--- src/rtl/reg_bank_p8.sv ---
// Eight 8-bit registers loaded by a 12-bit instruction stream; an illegal opcode
// locks the bank into a cleared ERROR state that only reset can leave.
module reg_bank_p8 (
    input  logic        clock,
    input  logic        reset,
    input  logic [11:0] inst,
    input  logic        inst_en,
    output logic [7:0]  out_0,
    output logic [7:0]  out_1,
    output logic [7:0]  out_2,
    output logic [7:0]  out_3,
    output logic [7:0]  out_4,
    output logic [7:0]  out_5,
    output logic [7:0]  out_6,
    output logic [7:0]  out_7,
    output logic        state_dbg
);

    typedef enum logic {
        READY = 1'b0,
        ERROR = 1'b1
    } state_t;

    // Handshake: inst is consumed on a rising edge only when inst_en=1 and the
    // bank is READY; there is no back-pressure, so every accepted word executes.

    localparam logic [3:0] OP_NOP = 4'h0;
    localparam logic [3:0] OP_LD7 = 4'h8;

    state_t      state;
    logic [7:0]  regs [8];
    logic [3:0]  opcode;
    logic [3:0]  op_minus_one;
    logic [2:0]  target;

    assign opcode       = inst[11:8];
    assign op_minus_one = opcode - 4'd1;
    assign target       = op_minus_one[2:0];

    always_ff @(posedge clock or negedge reset) begin
        if (!reset) begin
            state <= READY;
            for (int i = 0; i < 8; i++) regs[i] <= 8'h00;
        end else if (state == READY && inst_en) begin
            if (opcode == OP_NOP) begin
                state <= READY;
            end else if (opcode <= OP_LD7) begin
                regs[target] <= inst[7:0];
            end else begin
                // Illegal opcode: clear at the same edge that enters ERROR.
                state <= ERROR;
                for (int i = 0; i < 8; i++) regs[i] <= 8'h00;
            end
        end
    end

    assign out_0     = regs[0];
    assign out_1     = regs[1];
    assign out_2     = regs[2];
    assign out_3     = regs[3];
    assign out_4     = regs[4];
    assign out_5     = regs[5];
    assign out_6     = regs[6];
    assign out_7     = regs[7];
    assign state_dbg = (state == ERROR);

endmodule

--- config.mk ---
export PLATFORM = sky130hd
export DESIGN_NAME = reg_bank_p8
export DESIGN_NICKNAME = d
export VERILOG_FILES = /design/src/rtl/reg_bank_p8.sv
export SDC_FILE = /design/constraint.sdc
export NUM_CORES = 1
export LEC_CHECK = 0
export BUFFER_PORTS_ARGS = -buffer_cell sky130_fd_sc_hd__buf_2
export CAP_MARGIN = 20
export CORE_MARGIN = 2
export CORE_UTILIZATION = 35
export CTS_BUF_LIST = sky130_fd_sc_hd__clkbuf_8
export DETAILED_ROUTE_END_ITERATION = 8
export PLACE_DENSITY = 0.69
export SETUP_SLACK_MARGIN = 0.4
export SYNTH_ARGS = -nofsm -noshare
export SYNTH_HDL_FRONTEND = slang
export SYNTH_SLANG_ARGS = --single-unit
--- constraint.sdc ---
create_clock -name clock -period 3.6 [get_ports clock]
set_input_delay 1.08 -clock clock [delete_from_list [all_inputs] [get_ports clock]]
set_output_delay 1.08 -clock clock [all_outputs]
set_load 0.01 [all_outputs]
After elaboration in Yosys (flattened, before gate mapping) --
Cells that the tools add are included.
Storage, ports and cells: register bits after elaboration 65, input port bits 15, output and inout bits 65, word-level logic and storage cells 28
Operators by class: $add $sub $neg 1, $lt $le $gt $ge 3, equal/unequal tests 1, muxes and demuxes 6, bitwise operators 3, reduce and logical (&&, ||, !) cells 5
Operators with widths (number):
- $bwmux 64 | 1
- $mux 64 | 1
- $demux 8 s3 | 1
- $mux 8 | 1
- $ge 4x4->1 const B | 1
- $le 4x4->1 const B | 1
- $logic_not 4->1 | 1
- $lt 4x1->1 const B | 1
- $not 3->4 | 1
- $reduce_and 2->1 | 2
- $sub 3x1->3 const B | 1
- $logic_and 1x1->1 | 2
- $mux 1 | 2
- $ne 2x2->1 const B | 1
- $not 1->1 | 2

Depth between registers and ports, before layout --
Gate-level depths: netlist of run 1.
word-level depth 8, mapped depth 8

Worst setup path after synthesis of run 1 --
OpenSTA, ideal clock, no wires.
kind input to register, start input inst[8], end register regs (netlist bit out_7[0]), data arrival time 2284 ps, slack 1195 ps, stages on the path 6, path through inv_1 -> ha_1 -> or2_2 -> o21ai_1 -> o31ai_4 -> a22o_1
On the way: word-level cells in the longest chain between the ends 8
Ends and longest elaborated chain:
- from (decl) | line 6 | input logic [11:0] inst,
- $sub 3x1->3 | line 37 | assign op_minus_one = opcode - 4'd1;
- $not 3->4 (not written as such) | line 48 | regs[target] <= inst[7:0];
- $ge 4x4->1 (not written as such) / $lt 4x1->1 (equally long branches) | line 48
- $logic_and 1x1->1 (not written as such) | line 48
- $mux 8 (not written as such) | line 48
- $demux 8 s3 | line 48
- $bwmux 64 | line 48
- $mux 64 | line 47 | end else if (opcode <= OP_LD7) begin
- to (signal, indexed assignment) | line 48
- to (decl) | line 31 | logic [7:0] regs [8];
Several ways; a longest one is shown, not always the timed one. A chain may end at the register's enable or synchronous reset.

Final worst setup path of run 1 --
start input inst[8], end register regs (netlist bit out_2[2])
Same word-level chain as after synthesis.

==> results_dict.tcl, run 1 <==
set metrics [dict create \
    slew_violations 0 \
    hold_viol_final 0 \
    cts.sink_count 65 \
    cts_buffer_depth 2 \
    fin_crit_sh 0.679 \
    die_h_um 91.5 \
    clkTransAtPathRegs_ps 70 \
    wl_per_cell_um 18.6 \
    cp.required_ps 3880 \
    fin_area_um2 3350 \
    syn_nets 207 \
    synth_top_area_cell "dfrtp_1" \
    crit_slowest_cell "o21a_1" \
    yosysSeqAreaShare 0.607 \
    grt_overflow 0 \
    syn_area_um2 2680 \
    routed_wirelength_um 6920 \
    dp_hpwl_um 4790 \
    grt_usage 0.178 \
    drv_cap 0 \
    post_dp_cell_area_um2 3140 \
    clock_skew_ps 9.96 \
    grt_max_degree 35 \
    path_class "in -> reg" \
    clock.fmax_mhz 409 \
    timing.rr.start "state_dbg$_DFFE_PN0P_" \
    critPathMaxFanout 24 \
    synth_area_leaders "dfrtp_1 61%, a22o_1 13%, a32o_1 9.0%" \
    antenna_cells 0 \
    slowest_delay_ps 420 \
    slew_headroom 0.512 \
    rrSetupSlack_ps 1900 \
    ir_drop_v 0.000264 \
    dr.pass1.iters 4 \
    layout-drive-gt1-share 0.426 \
    cts_made_buffers 9 \
    regArea_um2 1630 \
    synth_top_cell_area_share 0.607 \
    timing.critical_path.from "inst[8]" \
    die_x_um 91.5 \
    start_util 0.366 \
    cp.depth 7 \
    synth.avg_cell_area_um2 14.0 \
    setup_viol 0 \
    rsz0062_at_grt "false" \
    crit_chain "buf_2 -> inv_1 -> ha_1 -> nand2b_1 -> o21a_1 -> buf_4 -> a32o_1" \
    grt_pass1_wl_um 11200 \
    status "complete, no violations" \
    clockRootBuffer "clkbuf_8" \
    fin_total_pwr_mw 1.66 \
    num_vias 2025 \
    ctsHoldBuffers 0 \
    timing.rr.end "out_2[2]$_DFFE_PN0P_" \
    syn_inst 191 \
    cts_resized 0 \
    fin_setup_tns_ps 0 \
    cts_tree "yes" \
    drtAntennaViolNets 0 \
    vias_per_cell 5.46 \
    period_needed_ps 2440 \
    num_io_pins 80 \
    netlist-cell-type-count 26 \
    ys_ff_latch 65 \
    powerDensity_nw_per_um2 494 \
    rows 31 \
    place_congestion 0.983 \
    r2r_cells 4 \
    ys.warnings.count 0 \
    cp-endpoint "out_2[2]$_DFFE_PN0P_" \
    grt_pass1_vias 2049 \
    syn2layout_area_growth_pct 25.1 \
    p_leak_nw 1.72 \
    multi_input_area_um2 955 \
    core-area_um2 7330 \
    arrival_ps 2720 \
    fillCellCount 667 \
    start_kind "input port" \
    post_cts.repair.setup_buffers 0 \
    dieArea_um2 8370 \
    crit_buf_inv 3 \
    clk_latency_ps 350 \
    hold_path.class "reg -> reg" \
    path_delay_family "compound AO/OA/AOI/OAI gates" \
    crit_path_end_kind "register" \
    drt_iter0_drc 147 \
    drc 0 \
    final_nets 285 \
    antenna_found_initial 0 \
    tightest_slew_ps 731 \
    h-tree-depth 3 \
    io_buffers 79 \
]
registers in the layout, summed over array words and instances, names as in the netlist:
| signal | flops |
|---|---|
| out_3 | 8 |
| out_7 | 8 |
| out_5 | 8 |
| out_0 | 8 |
| out_4 | 8 |
| out_2 | 8 |
| out_6 | 8 |
| out_1 | 8 |
| state_dbg | 1 |
worst min-delay path by stage:
stage | startpoint | endpoint | slack (ps) | cells after the start
final | out_1[6]$_DFFE_PN0P_ | out_1[6]$_DFFE_PN0P_ | 490 | 1
after detailed placement | out_5[0]$_DFFE_PN0P_ | out_5[0]$_DFFE_PN0P_ | 480 | 1
after floorplan | state_dbg$_DFFE_PN0P_ | state_dbg$_DFFE_PN0P_ | 530 | 1
after CTS | out_1[6]$_DFFE_PN0P_ | out_1[6]$_DFFE_PN0P_ | 500 | 1
after global routing | out_3[4]$_DFFE_PN0P_ | out_3[4]$_DFFE_PN0P_ | 510 | 1
after global placement | out_1[6]$_DFFE_PN0P_ | out_1[6]$_DFFE_PN0P_ | 470 | 1
per-layer routing:
layer,GRT usage,routed length [um]
met1,0.227,2920
met2,0.286,3390
met3,0.0622,541
met4,0.0492,68
met5,0,0
metrics by stage:
stage / hold slack [ps] / cells / setup WS (ps) / util
after floorplan: 531 / 191 / 1190 / -
after global placement: 473 / 357 / 895 / 0.428
after detailed placement: 477 / 357 / 821 / 0.428
after CTS: 496 / 371 / 1170 / 0.457
after global routing: 514 / 371 / 1040 / 0.457
final: 491 / 371 / 1160 / 0.457
layout by cell type (no fill, tap or decap), drive strengths merged:
master   n
a22o    40
a31o     1
a32o    24
and2     1
and2b    1
and3b    1
buf     81
bufinv   2
clkbuf  11
clkinv   1
dfrtp   65
ha       1
inv      2
nand2    2
nand2b   3
nand3b   1
nor2    15
nor2b    2
nor3b    2
o21a     1
o21ai    9
o31ai    4
or2      1
or2b     1
logic make-up (layout without fill, tap and decap cells):
group                      Yosys count  in the layout  synth area share
AOI/OAI and AO/OA                   79             79             0.281
DFF                                 65             65             0.607
adders and majority gates            1              1           0.00467
buffers and inverters               16             97            0.0369
and+or+nand+nor                     30             30            0.0710
power breakdown:
| group | internal (mW) | switching, mW |
|---|---|---|
| clock network | 0.419 | 0.266 |
| logic | 0.0726 | 0.104 |
| registers | 0.771 | 0.0236 |
cell type report:
type                            instances  area share
Sequential cell                        65       0.485
Multi-Input combinational cell        110       0.285
Timing Repair Buffer                   81       0.126
Clock buffer                           11      0.0452
Tap cell                               99      0.0370
Clock inverter                          3      0.0194
Inverter                                2     0.00224
cell usage after synthesis (all sizes together):
cell type  number
inv             2
a22o           40
and2b           1
nor2           15
nand2           2
dfrtp          65
nand3b          1
nor2b           2
o21ai           9
a31o            1
nor3b           2
a32o           24
or2b            1
o31ai           4
nand2b          3
and2            1
o21a            1
ha              1
or2             1
buf            14
and3b           1
(Power assumes the default switching activity.)
==> run 2: changes to the inputs <==
--- a/config.mk
+++ b/config.mk
@@ -11,7 +11,7 @@
 export CORE_UTILIZATION = 35
 export CTS_BUF_LIST = sky130_fd_sc_hd__clkbuf_8
 export DETAILED_ROUTE_END_ITERATION = 8
-export PLACE_DENSITY = 0.69
+export PLACE_DENSITY = 0.71
 export SETUP_SLACK_MARGIN = 0.4
 export SYNTH_ARGS = -nofsm -noshare
 export SYNTH_HDL_FRONTEND = slang
==> constraint.sdc (replaced) <==
create_clock -name clock -period 2.1 [get_ports clock]
set_input_delay 0.63 -clock clock [delete_from_list [all_inputs] [get_ports clock]]
set_output_delay 0.63 -clock clock [all_outputs]
set_load 0.01 [all_outputs]
==> run 2 against run 1 <==
  * Power is 68% higher
  * Setup slack worse by 740 ps
  * Non-clock buffer count is 12 higher
  * Final area is 7.1% higher
  * Wire length is 2.1% higher
  * Clock skew is 2.6 ps lower
  * Utilization is 3.3 points higher
  * Via count is 1.5% higher
  * Critical endpoint is now out_6[5]$_DFFE_PN0P_
  * Largest cell class unchanged
==> results_dict.tcl, run 2 (same netlist as run 1, synthesis figures left out) <==
set metrics [dict create \
    status "complete, no violations" \
    slew_headroom 0.737 \
    rrSetupSlack_ps 440 \
    cp.required_ps 2320 \
    antenna_cells 0 \
    crit_path_end_kind "register" \
    timing.rr.end "out_6[5]$_DFFE_PN0P_" \
    clock.fmax_mhz 592 \
    dp_hpwl_um 4780 \
    die_h_um 91.5 \
    dp.cells 363 \
    fin_area_um2 3590 \
    h-tree-depth 3 \
    period_needed_ps 1690 \
    start_kind "input port" \
    worst_slack_ps 412 \
    die_x_um 91.5 \
    clock_skew_ps 7.38 \
    cts_buffer_depth 2 \
    clockRootBuffer "clkbuf_8" \
    fin_crit_sh 0.804 \
    arrival_ps 1910 \
    critPathMaxFanout 8 \
    grt_usage 0.173 \
    grt_max_degree 66 \
    core-area_um2 7330 \
    ir_drop_v 0.000490 \
    hold_viol_final 0 \
    powerDensity_nw_per_um2 774 \
    r2r_cells 6 \
    drt_iter0_drc 77 \
    drtAntennaViolNets 0 \
    regArea_um2 1630 \
    num_io_pins 80 \
    timing.rr.start "state_dbg$_DFFE_PN0P_" \
    grt_pass1_wl_um 11100 \
    mostFrequentLayoutCells "78 x buf_2, 65 x dfrtp_1, 40 x a22o_1" \
    grt_pass1_vias 2041 \
    vias_per_cell 5.34 \
    clkTransAtPathRegs_ps 80 \
    start_util 0.366 \
    place_congestion 0.841 \
    multi_input_area_um2 1070 \
    syn2layout_area_growth_pct 34.0 \
    layout-drive-gt1-share 0.507 \
    grt_overflow 0 \
    p_leak_nw 1.81 \
    cts.sink_count 65 \
    setup_viol 0 \
    tightest_slew_ps 394 \
    final_nets 297 \
    fillCellCount 669 \
    rsz0062_at_grt "true" \
    antenna_found_initial 0 \
    rows 31 \
    slowest_delay_ps 240 \
    crit_chain "clkbuf_4 -> inv_12 -> ha_4 -> nand2b_4 -> o21ai_4 -> o31ai_4 -> buf_4 -> a22o_1" \
    place_ws_ps -2.89 \
    path_class "in -> reg" \
    num_vias 2056 \
    dr.pass1.iters 4 \
    cts_made_buffers 9 \
    slew_violations 0 \
    wl_per_cell_um 18.3 \
    dieArea_um2 8370 \
    io_buffers 79 \
    drc 0 \
    cts_tree "yes" \
    stdcell_count 385 \
    post_dp_cell_area_um2 3250 \
    drv_cap 0 \
    routed_wirelength_um 7060 \
    final_common_cell "buf_2" \
    clk_latency_ps 340 \
    hold_path.class "in -> async" \
    fin_setup_tns_ps 0 \
    crit_slowest_cell "ha_4" \
]
==> run 2: changes by cell type in the layout (fill, tap and decap cells not counted), sizes merged <==
cell	before	now
clkinvlp	0	1
buf	81	92
clkbuf	11	12
bufinv	2	1
clkinv	1	2
inv	2	3
==> run 2: worst max-delay path by stage <==
stage          startpoint              endpoint  slack, ps
3_3_place_gp      inst[9]  out_0[0]$_DFFE_PN0P_         60
2_1_floorplan     inst[9]  out_1[0]$_DFFE_PN0P_        330
6_report          inst[9]  out_6[5]$_DFFE_PN0P_        410
3_5_place_dp      inst[9]  out_4[1]$_DFFE_PN0P_         -3
5_1_grt           inst[9]  out_1[4]$_DFFE_PN0P_        380
4_1_cts           inst[9]  out_5[6]$_DFFE_PN0P_        410
==> run 2: where the power goes <==
| part | switching [mW] | internal [mW] |
|---|---|---|
| logic | 0.194 | 0.141 |
| clock network | 0.474 | 0.609 |
| registers | 0.0411 | 1.32 |
==> run 2: layer usage <==
| metal | vias up | wire [um] | share of wire | global-route usage |
|---|---|---|---|---|
| li1 | 927 | - | - | - |
| met1 | 1033 | 3080 | 0.44 | 0.226 |
| met2 | 82 | 3460 | 0.49 | 0.279 |
| met3 | 14 | 425 | 0.060 | 0.0432 |
| met4 | 0 | 101 | 0.014 | 0.0606 |
| met5 | - | 0 | 0 | 0 |
==> run 2: what timing repair did <==
item / 4_1_cts / 5_1_grt
gates resized for setup: 2 / 14
buffers inserted: 2 / 4
hold buffers: 0 / 0
pin swaps: 2 / 5
setup endpoints to repair: 30 / 31
==> run 2: critical path, delay by kind of cell <==
kind	cells	cell delay, ps
AOI/OAI and AO/OA	3	480
adders and majority gates	1	240
buffers and inverters	3	350
and+or+nand+nor	1	200
==> run 2: area by class of cell <==
cell class              instances  area share
well taps                      99      0.0345
clock buffers                  11      0.0422
repair buffers                 93       0.151
flip-flops and latches         65       0.453
multi-input cells             110       0.298
inverters                       2     0.00697
clock inverters                 5      0.0153
==> run 2: per-stage QoR <==
step           power, mW   util  hold WS, ps
2_1_floorplan       1.55      -          334
3_3_place_gp        1.71  0.443          473
3_5_place_dp        1.71  0.443          478
4_1_cts             2.80  0.476          306
5_1_grt             2.90  0.490          308
6_report            2.78  0.490          301
==> run 3: changes to the inputs <==
--- a/config.mk
+++ b/config.mk
@@ -5,6 +5,7 @@
 export SDC_FILE = /design/constraint.sdc
 export NUM_CORES = 1
 export LEC_CHECK = 0
+export ABC_AREA = 1
 export BUFFER_PORTS_ARGS = -buffer_cell sky130_fd_sc_hd__buf_2
 export CAP_MARGIN = 20
 export CORE_MARGIN = 2
==> constraint.sdc (replaced) <==
create_clock -name clock -period 1.4 [get_ports clock]
set_input_delay 0.42 -clock clock [delete_from_list [all_inputs] [get_ports clock]]
set_output_delay 0.42 -clock clock [all_outputs]
set_load 0.01 [all_outputs]
==> run 3 against run 2 <==
  * Clock skew is 1.1 ps lower
  * Largest cell class unchanged
  * Combinational power decreased by 25%
  * Clock-buffer cell count is 1 lower
  * Worst hold slack lost 220 ps
==> results_dict.tcl, run 3 <==
set metrics [dict create \
    synth_top_cell_area_share 0.578 \
    timing.rr.start "state_dbg$_DFFE_PN0P_" \
    synth_area_leaders "dfrtp_1 58%, nand2_1 30%, nor2_8 6.4%" \
    rows 32 \
    vias_per_cell 4.59 \
    final_common_cell "nand2_1" \
    clock.fmax_mhz 737 \
    clkTransAtPathRegs_ps 70 \
    routed_wirelength_um 8130 \
    ctsHoldBuffers 0 \
    start_kind "input port" \
    grt_overflow 0 \
    hold_viol_final 0 \
    netlist-cell-type-count 13 \
    layout-drive-gt1-share 0.498 \
    fin_crit_sh 0.969 \
    grt_pass1_wl_um 13000 \
    ys.warnings.count 0 \
    clock_skew_ps 6.24 \
    cts_tree "yes" \
    fin_setup_tns_ps 0 \
    yosys-top-cells-count "222 x nand2_1, 65 x dfrtp_1, 9 x nor2_8" \
    hold_path.class "in -> async" \
    drc 0 \
    grt_pass1_vias 2588 \
    crit_slowest_cell "nor2_8" \
    powerDensity_nw_per_um2 851 \
    timing.rr.end "out_7[6]$_DFFE_PN0P_" \
    period_needed_ps 1360 \
    start_util 0.362 \
    slew_headroom 0.772 \
    fin_total_pwr_mw 3.72 \
    dp_hpwl_um 5150 \
    setup_viol 0 \
    holdWs_ps 80.4 \
    cp.required_ps 1680 \
    dieArea_um2 8770 \
    slowest_delay_ps 230 \
    path_delay_family "simple AND/OR/NAND/NOR gates" \
    grt_max_degree 66 \
    r2r_cells 7 \
    ir_drop_v 0.000502 \
    crit_buf_inv 3 \
    syn_inst 325 \
    die_x_um 93.7 \
    final_nets 493 \
    drt_iter0_drc 129 \
    grt_usage 0.196 \
    async_flop_share 1.00 \
    critPathMaxFanout 8 \
    io_buffers 79 \
    crit_path_end_kind "register" \
    core-area_um2 7770 \
    die_h_um 93.7 \
    syn_area_um2 2810 \
    synth_edf_count 0 \
    wl_per_cell_um 13.9 \
    cts_made_buffers 9 \
    syn2layout_area_growth_pct 55.5 \
    tightest_slew_ps 341 \
    clk_latency_ps 350 \
    synth_ff_type "dfrtp_1" \
    place_congestion 0.829 \
    finish.utilization 0.563 \
    arrival_ps 1640 \
    crit_chain "buf_6 -> inv_12 -> ha_4 -> nand2_4 -> nor2_4 -> nor2_8 -> inv_16 -> nor2_8 -> nand2_1 -> nand2_1" \
    path_class "in -> reg" \
    drv_cap 0 \
    dr.pass1.iters 4 \
    p_leak_nw 2.77 \
    fin_area_um2 4380 \
    antenna_cells 0 \
    drtAntennaViolNets 0 \
    rsz0062_at_grt "true" \
    antenna_found_initial 0 \
    post_dp_cell_area_um2 3410 \
    ys_ff_latch 65 \
    synth.avg_cell_area_um2 8.66 \
    clockRootBuffer "clkbuf_8" \
    status "complete, no violations" \
    num_io_pins 80 \
    cts.sink_count 65 \
    yosysSeqAreaShare 0.578 \
    cts_buffer_depth 2 \
    num_vias 2680 \
    yosysMostFrequentCell "nand2_1" \
    synth_top_area_cell "dfrtp_1" \
    syn_nets 341 \
    h-tree-depth 3 \
    mostFrequentLayoutCells "168 x nand2_1, 69 x buf_2, 65 x dfrtp_1" \
    rrSetupSlack_ps 40 \
    slew_violations 0 \
]
==> run 3: changes by cell type after synthesis, sizes merged, moves of 4 or more <==
cell    delta
nand2    +222
a22o      -40
a32o      -24
buf       -13
o21ai      -9
clkinv     +8
nand3      +8
nor2       -5
inv        +4
==> run 3: power breakdown <==
| part | switching, mW | total, mW | internal, mW |
|---|---|---|---|
| Clock | 0.738 | 1.60 | 0.858 |
| Combinational | 0.184 | 0.252 | 0.0682 |
| Sequential | 0 | 1.88 | 1.88 |
| Total | 0.922 | 3.72 | 2.80 |
==> run 3: layer usage <==
metal,up-vias,track usage,wire length [um]
li1,1294,-,-
met1,1307,0.270,3600
met2,72,0.312,3970
met3,7,0.0361,487
met4,0,0.0664,74
met5,-,0,0
==> run 3: final cells by class <==
cell class              count  area, um2
repair buffers            141        977
well taps                 102        128
multi-input cells         245       1350
clock buffers              10        138
flip-flops and latches     65       1630
clock inverters             6       57.6
fillers                   701       3390
inverters                  15        103
==> run 3: metrics by stage <==
step	instances	setup WS [ps]
floorplan	325	57.4
global placement	511	-314
detailed placement	511	-368
CTS	564	70.8
global route	584	1.50
finish	584	43.1
==> run 3: what timing repair did <==
| action | 4_1_cts | 5_1_grt |
|---|---|---|
| pin swaps | 93 | 35 |
| gates cloned | 1 | 0 |
| setup buffers | 36 | 20 |
| resized for setup | 43 | 45 |
| setup endpoints to repair | 130 | 130 |
==> run 3: cells by family (layout without fill, tap and decap cells) <==
group                      count (synthesis)  after routing  synth area share
AOI/OAI and AO/OA                          1              1           0.00267
adders and majority gates                  1              1           0.00445
buffers and inverters                     16            172            0.0320
DFF                                       65             65             0.578
and+or+nand+nor                          242            243             0.383
==> run 3: worst max-delay path by stage <==
stage	start	end	slack [ps]	cells past startpoint
after CTS	out_0[2]$_DFFE_PN0P_	out_0[2]	70	1
after detailed placement	inst[8]	out_1[7]$_DFFE_PN0P_	-370	9
after global routing	state_dbg$_DFFE_PN0P_	out_7[6]$_DFFE_PN0P_	2	7
final	inst[8]	out_7[6]$_DFFE_PN0P_	40	10
after floorplan	inst[8]	out_0[0]$_DFFE_PN0P_	60	8
after global placement	inst[8]	out_1[7]$_DFFE_PN0P_	-310	9
==> run 3: worst register-to-register path, stage by stage, from the launching register on <==
cell	delay (ps)
dfrtp_1	390
inv_2	80
nand2_4	80
nor2_8	210
inv_16	110
nor2_8	240
nand2_1	120
nand2_1	70
